$ cat config.mk
export PLATFORM = sky130hd
export DESIGN_NAME = spu_control_fsm_flat
export DESIGN_NICKNAME = d
export VERILOG_FILES = /design/src/rtl/spu_pkg.sv /design/src/rtl/spu_control_fsm_if.sv /design/src/rtl/spu_next_pc.sv /design/src/rtl/spu_control_fsm.sv /design/src/flat_wrapper.sv
export SDC_FILE = /design/constraint.sdc
export NUM_CORES = 1
export LEC_CHECK = 0
export CAP_MARGIN = 20
export CORE_AREA = 2 2 92 94
export CTS_BUF_LIST = sky130_fd_sc_hd__clkbuf_8 sky130_fd_sc_hd__clkbuf_16
export DETAILED_ROUTE_END_ITERATION = 10
export DIE_AREA = 0 0 94 96
export GPL_TIMING_DRIVEN = 0
export MAX_ROUTING_LAYER = met4
export PLACE_DENSITY = 0.7
export REMOVE_ABC_BUFFERS = 1
export SETUP_SLACK_MARGIN = 0.05
export SYNTH_ARGS = -nofsm -noshare
export SYNTH_HDL_FRONTEND = slang
export SYNTH_SLANG_ARGS = --single-unit
$ cat constraint.sdc
create_clock -name clk -period 3.8 [get_ports clk]
set_clock_uncertainty 0.2 [all_clocks]
set_input_delay 0.76 -clock clk [delete_from_list [all_inputs] [get_ports clk]]
set_output_delay 0.76 -clock clk [all_outputs]
set_load 0.03 [all_outputs]
$ cat src/rtl/spu_pkg.sv
// rtl/spu_pkg.sv - shared opcodes, field positions and state encoding for the SPU sequencer
package spu_pkg;

  localparam logic [3:0] OP_LD   = 4'h0;
  localparam logic [3:0] OP_ST   = 4'h1;
  localparam logic [3:0] OP_ALU  = 4'h2;
  localparam logic [3:0] OP_BEQ  = 4'h3;
  localparam logic [3:0] OP_BNE  = 4'h4;
  localparam logic [3:0] OP_JMP  = 4'h5;
  localparam logic [3:0] OP_HALT = 4'hF;

  localparam int OPC_MSB  = 15;
  localparam int OPC_LSB  = 12;
  localparam int BR_OFS_W = 6;
  localparam int JMP_W    = 12;

  typedef enum logic [2:0] {IDLE, FETCH, DECODE, EXEC, MEM, WB, HALT} state_t;

  function automatic logic [3:0] opcode_of(input logic [15:0] word);
    return word[OPC_MSB:OPC_LSB];
  endfunction

  function automatic logic opcode_legal(input logic [3:0] op);
    return (op <= OP_JMP) || (op == OP_HALT);
  endfunction

endpackage

$ cat src/rtl/spu_control_fsm_if.sv
// rtl/spu_control_fsm_if.sv - sequencer-to-datapath/memory signal bundle
interface spu_control_fsm_if;
  logic        run;
  logic [15:0] instruction;
  logic        alu_zero;
  logic        mem_ready;
  logic [15:0] pc;
  logic [15:0] ir;
  logic        reg_write_enable;
  logic        mem_req;
  logic        mem_read;
  logic        mem_write_enable;
  logic        halted;
  logic        illegal;
  logic [15:0] instr_count;

  modport master (
    input  run, instruction, alu_zero, mem_ready,
    output pc, ir, reg_write_enable, mem_req, mem_read, mem_write_enable,
           halted, illegal, instr_count
  );

  modport slave (
    output run, instruction, alu_zero, mem_ready,
    input  pc, ir, reg_write_enable, mem_req, mem_read, mem_write_enable,
           halted, illegal, instr_count
  );
endinterface

$ cat src/rtl/spu_next_pc.sv
// rtl/spu_next_pc.sv - next-PC selection: sequential, branch target or jump target
module spu_next_pc
  import spu_pkg::*;
#(
  parameter logic [15:0] PC_STEP = 16'd2
) (
  input  logic [15:0] pc_i,
  input  logic [15:0] ir_i,
  input  logic        alu_zero_i,
  input  state_t      state_i,
  output logic [15:0] pc_next_o
);

  logic [3:0]  op;
  logic [15:0] pc_seq;
  logic [15:0] br_ofs;
  logic [15:0] jmp_tgt;
  logic        taken;

  assign op      = opcode_of(ir_i);
  assign pc_seq  = pc_i + PC_STEP;
  // Word offset scaled to bytes; range -64..+62 relative to pc+2.
  assign br_ofs  = {{(16-BR_OFS_W-1){ir_i[BR_OFS_W-1]}}, ir_i[BR_OFS_W-1:0], 1'b0};
  assign jmp_tgt = {pc_i[15:JMP_W+1], ir_i[JMP_W-1:0], 1'b0};
  assign taken   = ((op == OP_BEQ) && alu_zero_i) || ((op == OP_BNE) && !alu_zero_i);

  always_comb begin
    pc_next_o = pc_seq;
    if (state_i == EXEC) begin
      if (op == OP_JMP)
        pc_next_o = jmp_tgt;
      else if (taken)
        pc_next_o = pc_seq + br_ofs;
    end
  end

endmodule

$ cat src/rtl/spu_control_fsm.sv
// rtl/spu_control_fsm.sv - multi-cycle fetch/decode/exec/mem/writeback sequencer owning the PC
module spu_control_fsm
  import spu_pkg::*;
#(
  parameter logic [15:0] RESET_PC = 16'h0000,
  parameter logic [15:0] PC_STEP  = 16'd2
) (
  input  logic               clk,
  input  logic               rst_n,
  spu_control_fsm_if.master  bus
);

  state_t      state_q, state_d;
  logic [15:0] pc_q, pc_d;
  logic [15:0] ir_q, ir_d;
  logic [15:0] cnt_q, cnt_d;
  logic        illegal_q, illegal_d;
  logic [15:0] pc_next;
  logic [3:0]  op;
  logic        retire;

  assign op = opcode_of(ir_q);

  spu_next_pc #(.PC_STEP(PC_STEP)) u_next_pc (
    .pc_i       (pc_q),
    .ir_i       (ir_q),
    .alu_zero_i (bus.alu_zero),
    .state_i    (state_q),
    .pc_next_o  (pc_next)
  );

  always_ff @(posedge clk or negedge rst_n) begin
    if (!rst_n) begin
      state_q   <= IDLE;
      pc_q      <= RESET_PC;
      ir_q      <= 16'h0000;
      cnt_q     <= 16'h0000;
      illegal_q <= 1'b0;
    end else begin
      state_q   <= state_d;
      pc_q      <= pc_d;
      ir_q      <= ir_d;
      cnt_q     <= cnt_d;
      illegal_q <= illegal_d;
    end
  end

  always_comb begin
    state_d   = state_q;
    retire    = 1'b0;
    illegal_d = illegal_q;
    ir_d      = ir_q;
    unique case (state_q)
      IDLE:   if (bus.run) state_d = FETCH;
      FETCH: begin
        ir_d    = bus.instruction;
        state_d = DECODE;
      end
      DECODE: begin
        if (op == OP_HALT) begin
          state_d = HALT;
        end else if (!opcode_legal(op)) begin
          state_d   = HALT;
          illegal_d = 1'b1;
        end else begin
          state_d = EXEC;
        end
      end
      EXEC: begin
        if (op == OP_ALU)                        state_d = WB;
        else if ((op == OP_LD) || (op == OP_ST)) state_d = MEM;
        else                                     retire  = 1'b1;
      end
      MEM: begin
        if (bus.mem_ready) begin
          if (op == OP_LD) state_d = WB;
          else             retire  = 1'b1;
        end
      end
      WB:     retire = 1'b1;
      HALT:   state_d = HALT;
      default: state_d = IDLE;
    endcase
    // run is only consulted at the boundary so a drop never aborts an instruction.
    if (retire)
      state_d = bus.run ? FETCH : IDLE;
    pc_d  = retire ? pc_next : pc_q;
    cnt_d = cnt_q + {15'd0, retire};
  end

  always_comb begin
    bus.mem_req          = 1'b0;
    bus.mem_read         = 1'b0;
    bus.mem_write_enable = 1'b0;
    bus.reg_write_enable = 1'b0;
    bus.halted           = 1'b0;
    case (state_q)
      MEM: begin
        bus.mem_req          = 1'b1;
        bus.mem_read         = (op == OP_LD);
        bus.mem_write_enable = (op == OP_ST);
      end
      WB:      bus.reg_write_enable = 1'b1;
      HALT:    bus.halted           = 1'b1;
      default: ;
    endcase
  end

  assign bus.pc          = pc_q;
  assign bus.ir          = ir_q;
  assign bus.instr_count = cnt_q;
  assign bus.illegal     = illegal_q;

endmodule

$ cat src/flat_wrapper.sv
// flat-port wrapper written by rule: the top's interface ports become plain ports
module spu_control_fsm_flat import spu_pkg::*;
#(
  parameter logic [15:0] RESET_PC = 16'h0000,
  parameter logic [15:0] PC_STEP  = 16'd2
)
  (clk, rst_n, bus_run, bus_instruction, bus_alu_zero, bus_mem_ready, bus_pc, bus_ir, bus_reg_write_enable, bus_mem_req, bus_mem_read, bus_mem_write_enable, bus_halted, bus_illegal, bus_instr_count);
  spu_control_fsm_if bus_i ();
  input  logic clk;
  input  logic rst_n;
  input wire logic [$bits(bus_i.run)-1:0] bus_run;
  input wire logic [$bits(bus_i.instruction)-1:0] bus_instruction;
  input wire logic [$bits(bus_i.alu_zero)-1:0] bus_alu_zero;
  input wire logic [$bits(bus_i.mem_ready)-1:0] bus_mem_ready;
  output wire logic [$bits(bus_i.pc)-1:0] bus_pc;
  output wire logic [$bits(bus_i.ir)-1:0] bus_ir;
  output wire logic [$bits(bus_i.reg_write_enable)-1:0] bus_reg_write_enable;
  output wire logic [$bits(bus_i.mem_req)-1:0] bus_mem_req;
  output wire logic [$bits(bus_i.mem_read)-1:0] bus_mem_read;
  output wire logic [$bits(bus_i.mem_write_enable)-1:0] bus_mem_write_enable;
  output wire logic [$bits(bus_i.halted)-1:0] bus_halted;
  output wire logic [$bits(bus_i.illegal)-1:0] bus_illegal;
  output wire logic [$bits(bus_i.instr_count)-1:0] bus_instr_count;
  assign bus_i.run = bus_run;
  assign bus_i.instruction = bus_instruction;
  assign bus_i.alu_zero = bus_alu_zero;
  assign bus_i.mem_ready = bus_mem_ready;
  assign bus_pc = bus_i.pc;
  assign bus_ir = bus_i.ir;
  assign bus_reg_write_enable = bus_i.reg_write_enable;
  assign bus_mem_req = bus_i.mem_req;
  assign bus_mem_read = bus_i.mem_read;
  assign bus_mem_write_enable = bus_i.mem_write_enable;
  assign bus_halted = bus_i.halted;
  assign bus_illegal = bus_i.illegal;
  assign bus_instr_count = bus_i.instr_count;
  spu_control_fsm #(.RESET_PC(RESET_PC), .PC_STEP(PC_STEP)) u_core (.clk(clk), .rst_n(rst_n), .bus(bus_i));
endmodule
* Yosys cells after proc, flatten, opt, wreduce, memory -nomap -nowiden
Cells that the tools add are included.
** Storage, ports and cells
- Output and inout bits :: 54
- Input port bits :: 21
- Flip-flop bits (word level) :: 52
- Logic and storage cells :: 64
** Operators by class
- Muxes and demuxes :: 23
- Bitwise operators :: 2
- Equal/unequal tests :: 18
- $lt $le $gt $ge :: 1
- Add/subtract/negate cells :: 3
- Reduce and logical (&&, ||, !) cells :: 11
** Operators by type and width (number)
- two-way mux 16 bit :: 3
- two-way mux 3 bit :: 8
- case mux 3 bit (7 select lines) :: 1
- adder 16 x 1 -> 16 bit :: 1
- adder 16 bit :: 1
- adder 16 x 2 -> 16 bit, second input constant :: 1
- two-way mux 1 bit :: 10
- == test 3 bit, second input constant :: 3
- == test 4 x 2 -> 1 bit, second input constant :: 2
- == test 4 x 3 -> 1 bit, second input constant :: 2
- == test 3 x 2 -> 1 bit, second input constant :: 2
- != test 3 x 2 -> 1 bit, second input constant :: 2
- AND reduction 5 bit :: 1
- == test 4 x 1 -> 1 bit, second input constant :: 1
- == test 4 bit, second input constant :: 1
- less-or-equal comparator 4 x 3 -> 1 bit, second input constant :: 1
- logical NOT 4 bit :: 1
- != test 4 x 1 -> 1 bit, second input constant :: 1
- == test 3 x 1 -> 1 bit, second input constant :: 1
- logical NOT 3 bit :: 1
- logical OR 1 bit :: 3
- != test 3 x 1 -> 1 bit, second input constant :: 1
- case mux 1 bit (3 select lines) :: 1
- AND reduction 3 bit :: 1
- 6 further kinds :: 8

* Longest topological paths before layout
- Depth after elaboration :: 7
- Gate-level depth with buffers :: 11
- Gate-level depth less buffers :: 11

* Cells and area by module
A second synthesis with hierarchy kept.
** Unflattened totals
- Cells, all modules :: 374
- Area total of the unflattened synthesis :: 3634.7 sq um
** By module, submodules not included
- spu_control_fsm :: sequential area each 1301.2 sq um, cells an instance 165, area an instance 2215.9 sq um, times used 1
- spu_next_pc :: sequential area each 0.0 sq um, cells an instance 209, area an instance 1418.9 sq um, times used 1

* Worst setup path after synthesis
No wires, ideal clock.
- Path kind :: reg-to-output
- Start point :: register u_core.state_q[0]
- End point :: output port bus_mem_read
- Cell stages (with the launch flop) :: 4
- Setup slack :: 0.416 ns
- Data required time :: 2.840 ns
- Data arrival time :: 2.424 ns
- Cell sequence :: dfrtp_1 -> clkbuf_1 -> nor3_1 -> nor4bb_1
** On the way
- Word-level cells in the longest chain between the ends :: 2
** RTL lines
- from (decl) :: RTL line spu_control_fsm.sv:13 : state_t state_q, state_d;
- from (signal assigned) :: RTL line spu_control_fsm.sv:40 : state_q <= state_d;
- == test 3 bit :: RTL line spu_control_fsm.sv:97 : case (state_q)
- two-way mux 1 bit :: RTL line spu_control_fsm.sv:97
- to (decl) :: RTL line flat_wrapper.sv:19 : output wire logic [$bits(bus_i.mem_read)-1:0] bus_mem_read;
Every way passes these cells.

* Final worst setup path
- Start point :: input port bus_mem_ready
- End point :: register u_core.cnt_q[12], in the netlist u_core.bus.instr_count[12]
** On the way
- Word-level cells in the longest chain between the ends :: 3
** RTL lines
- from (decl) :: RTL line flat_wrapper.sv:14 : input wire logic [$bits(bus_i.mem_ready)-1:0] bus_mem_ready;
- two-way mux 1 bit :: RTL line spu_control_fsm.sv:75 : if (bus.mem_ready) begin
- case mux 1 bit (3 select lines) :: RTL line spu_control_fsm.sv:53 : unique case (state_q)
- adder 16 x 1 -> 16 bit :: RTL line spu_control_fsm.sv:88 : cnt_d = cnt_q + {15'd0, retire};
- net u_core.cnt_d[12] :: RTL line spu_control_fsm.sv:16 : logic [15:0] cnt_q, cnt_d;
- to (signal assigned) :: RTL line spu_control_fsm.sv:43 : cnt_q <= cnt_d;
- to (decl) :: RTL line spu_control_fsm.sv:16
The timed path passes the listed nets, and every way through them passes these cells.
A chain may end at the register's enable or synchronous reset.

==> flow_summary.toml <==
[pwr]
total_power_uw = 4030
ir_drop_mv = 0.578
p_per_area_mw_per_mm2 = 904
leakage_uw = 0.00191

[placement]
finalWeightedCongestion = 0.864
io_buffers = 73
dp_slack_ns = -0.403
hpwlAfterDp_um = 6840
placed_cell_area_mm2 = 0.00436

[timing]
fmax_mhz = 283
maxSlewHeadroom_pct = 43.5
finalSetupViolations = 0
rsz0062_at_grt = "false"
period_minus_slack_ns = 3.53
final_max_slew_viol_count = 0
fin_setup_tns_ns = 0
fin_crit_sh_pct = 93.0
fin_ws_ns = 0.265
report.final.hold_viol_count = 0
tightest_slew_ns = 0.844

[floorplan]
core_area_mm2 = 0.00805
fp.dieArea_mm2 = 0.00902
start_util_pct = 44.1
fp-row-count = 33
die_x_um = 94
die_h_um = 96
io_pins = 75

[run_status]
status = "complete, no violations"

[finish]
syn2layout_area_growth_pct = 25.7
num_antenna_cells = 0
fin_nets = 492
stdcell_area_mm2 = 0.00446
num-fill-cells = 727
layout-drive-gt1-share_pct = 9.09
layout.area.seq_mm2 = 0.00128
multi_input_area_mm2 = 0.00215

[yosys]
synth.area.top_cells = "dfrtp_1 36%, ha_1 7.1%, xnor2_1 4.7%"
yosysSeqAreaShare_pct = 36.0
yosys_warnings = 0
ys.flop_type = "dfrtp_1"
async_flop_share_pct = 100
netlist_instances = 383
synth_common_cells = "51 x dfrtp_1, 34 x nor2_1, 27 x nand2_1"
syn_area_mm2 = 0.00355
synth_edf_count = 0
synth_area_per_cell_um2 = 9.26
yosys.cell_count.top_type = "dfrtp_1"
synth_cell_types = 70
ys_ff_latch = 51
synth_top_area_share_pct = 36.0
yosysTopAreaCell = "dfrtp_1"

[route]
drtIter0Drc = 283
viasPerCell = 5.83
drt_drc_violations_left = 0
post_drt_wl_per_cell_um = 16.8
dr_total_vias = 3239
drt_wl_total_um = 9320
ant_nets = 0
drt_first_pass_iters = 5

[clock_network]
cts_root_buffer = "clkbuf_8"
cts_tree = "built"
cts.htree.levels = 2
clk_pin_slew_worst_paths_ns = 0.11
cts_buffers = 5
cts.sinks = 51
ctsHoldBuffers = 0
cts_resized = 1
clk_path_buf_depth = 2
clk_latency_ns = 0.32
post-cts-setup-buffer-count = 0

[critical_path]
crit_path_end_kind = "flip-flop"
start_kind = "input pin"
crit_arrival_ns = 3.59
crit_type = "input pin to flip-flop"
crit_fanout = 24
worstPathRequired_ns = 3.85
rr_worst_depth = 11

[grt]
grt_overflow_total = 0
grt_max_degree = 34
grt_use_total_pct = 22.4
grt_pass1_wl_um = 15400
grt_pass1_vias = 3105
antenna_found_initial = 0

[min_path]
holdCritPathClass = "input pin to async pin"

[flow_run]
cap_violations = 0
path summary, 6_finish.rpt:
kind                                                  from                         end  slack, ns
worst max-delay path                         bus_mem_ready  u_core.bus.instr_count[12]       0.27
worst min-delay path                                 rst_n            u_core.bus.pc[9]       0.17
worst max register to register            u_core.bus.pc[1]           u_core.bus.pc[14]       0.57
worst min register to register  u_core.bus.instr_count[15]  u_core.bus.instr_count[15]       0.29
max in group asynchronous                            rst_n            u_core.bus.ir[8]       2.70
min in group clk                u_core.bus.instr_count[15]  u_core.bus.instr_count[15]       0.29
cell usage in the layout (no fill, tap or decap), types with 9 or more instances in the layout:
cell,instances
a21o_1,14
dfrtp_1,51
xnor2_1,19
nor2_1,34
o21ai_0,19
a21oi_1,22
clkdlybuf4s50_1,72
and3_1,9
mux2_2,13
ha_1,20
nand3_1,14
inv_1,12
nand2_1,27
xor2_1,16
power breakdown:
group	internal (µW)	total [µW]	switching, µW	leakage, µW
Sequential	736	1090	353	0.000623
Combinational	1120	2600	1480	0.00124
Clock	136	338	203	0.0000491
Total	1990	4030	2040	0.00191
kinds of logic after synthesis:
| kind of cell | count (synthesis) | synth area share [%] |
|---|---|---|
| AO/OA/AOI/OAI | 99 | 18.8 |
| XOR/XNOR | 35 | 8.64 |
| multiplexers | 16 | 4.97 |
| buffers and inverters | 28 | 3.53 |
| other | 1 | 0.106 |
| adder cells (fa/ha/maj) | 21 | 7.62 |
| AND/OR/NAND/NOR | 132 | 20.3 |
| flip-flops | 51 | 36.0 |
final cells by class:
cell class / instances / share of cell area (%)
timing repair buffer: 75 / 17.0
clock buffer: 5 / 1.54
sequential: 51 / 28.6
tap: 105 / 2.95
multi-input combinational: 304 / 48.2
inverter: 13 / 1.09
clock inverter: 3 / 0.589
metrics by stage:
stage / cells / hold WS [ns] / utilization (%)
final: 556 / 0.175 / 55.4
after global placement: 546 / 0.260 / 53.8
after floorplan: 368 / 0.264 / -
after detailed placement: 548 / 0.268 / 54.2
after global routing: 556 / 0.206 / 55.4
after CTS: 556 / 0.191 / 55.4
critical path, cell delays in order:
cell             delay (ns)
clkdlybuf4s50_1        0.47
and3b_1                0.20
o21ai_0                0.14
a32o_2                 0.59
inv_2                  0.26
ha_1                   0.29
ha_1                   0.24
and3_1                 0.21
and2_1                 0.20
nand3_1                0.10
xnor2_1                0.12
layer usage:
layer | GRT usage (%) | share of wire (%) | up-vias
met3 | 3.99 | 5.7 | 18
met1 | 29.7 | 46 | 1549
met5 | - | 0 | -
met2 | 36.1 | 47 | 142
li1 | - | - | 1530
met4 | 5.31 | 1.5 | 0
state kept, by name (all words and copies together), names as in the netlist:
register                flops
u_core.bus.instr_count     16
u_core.bus.illegal          1
u_core.state_q              3
u_core.bus.pc              15
u_core.bus.ir              16
Note: power is estimated with default switching activity, not from simulation.
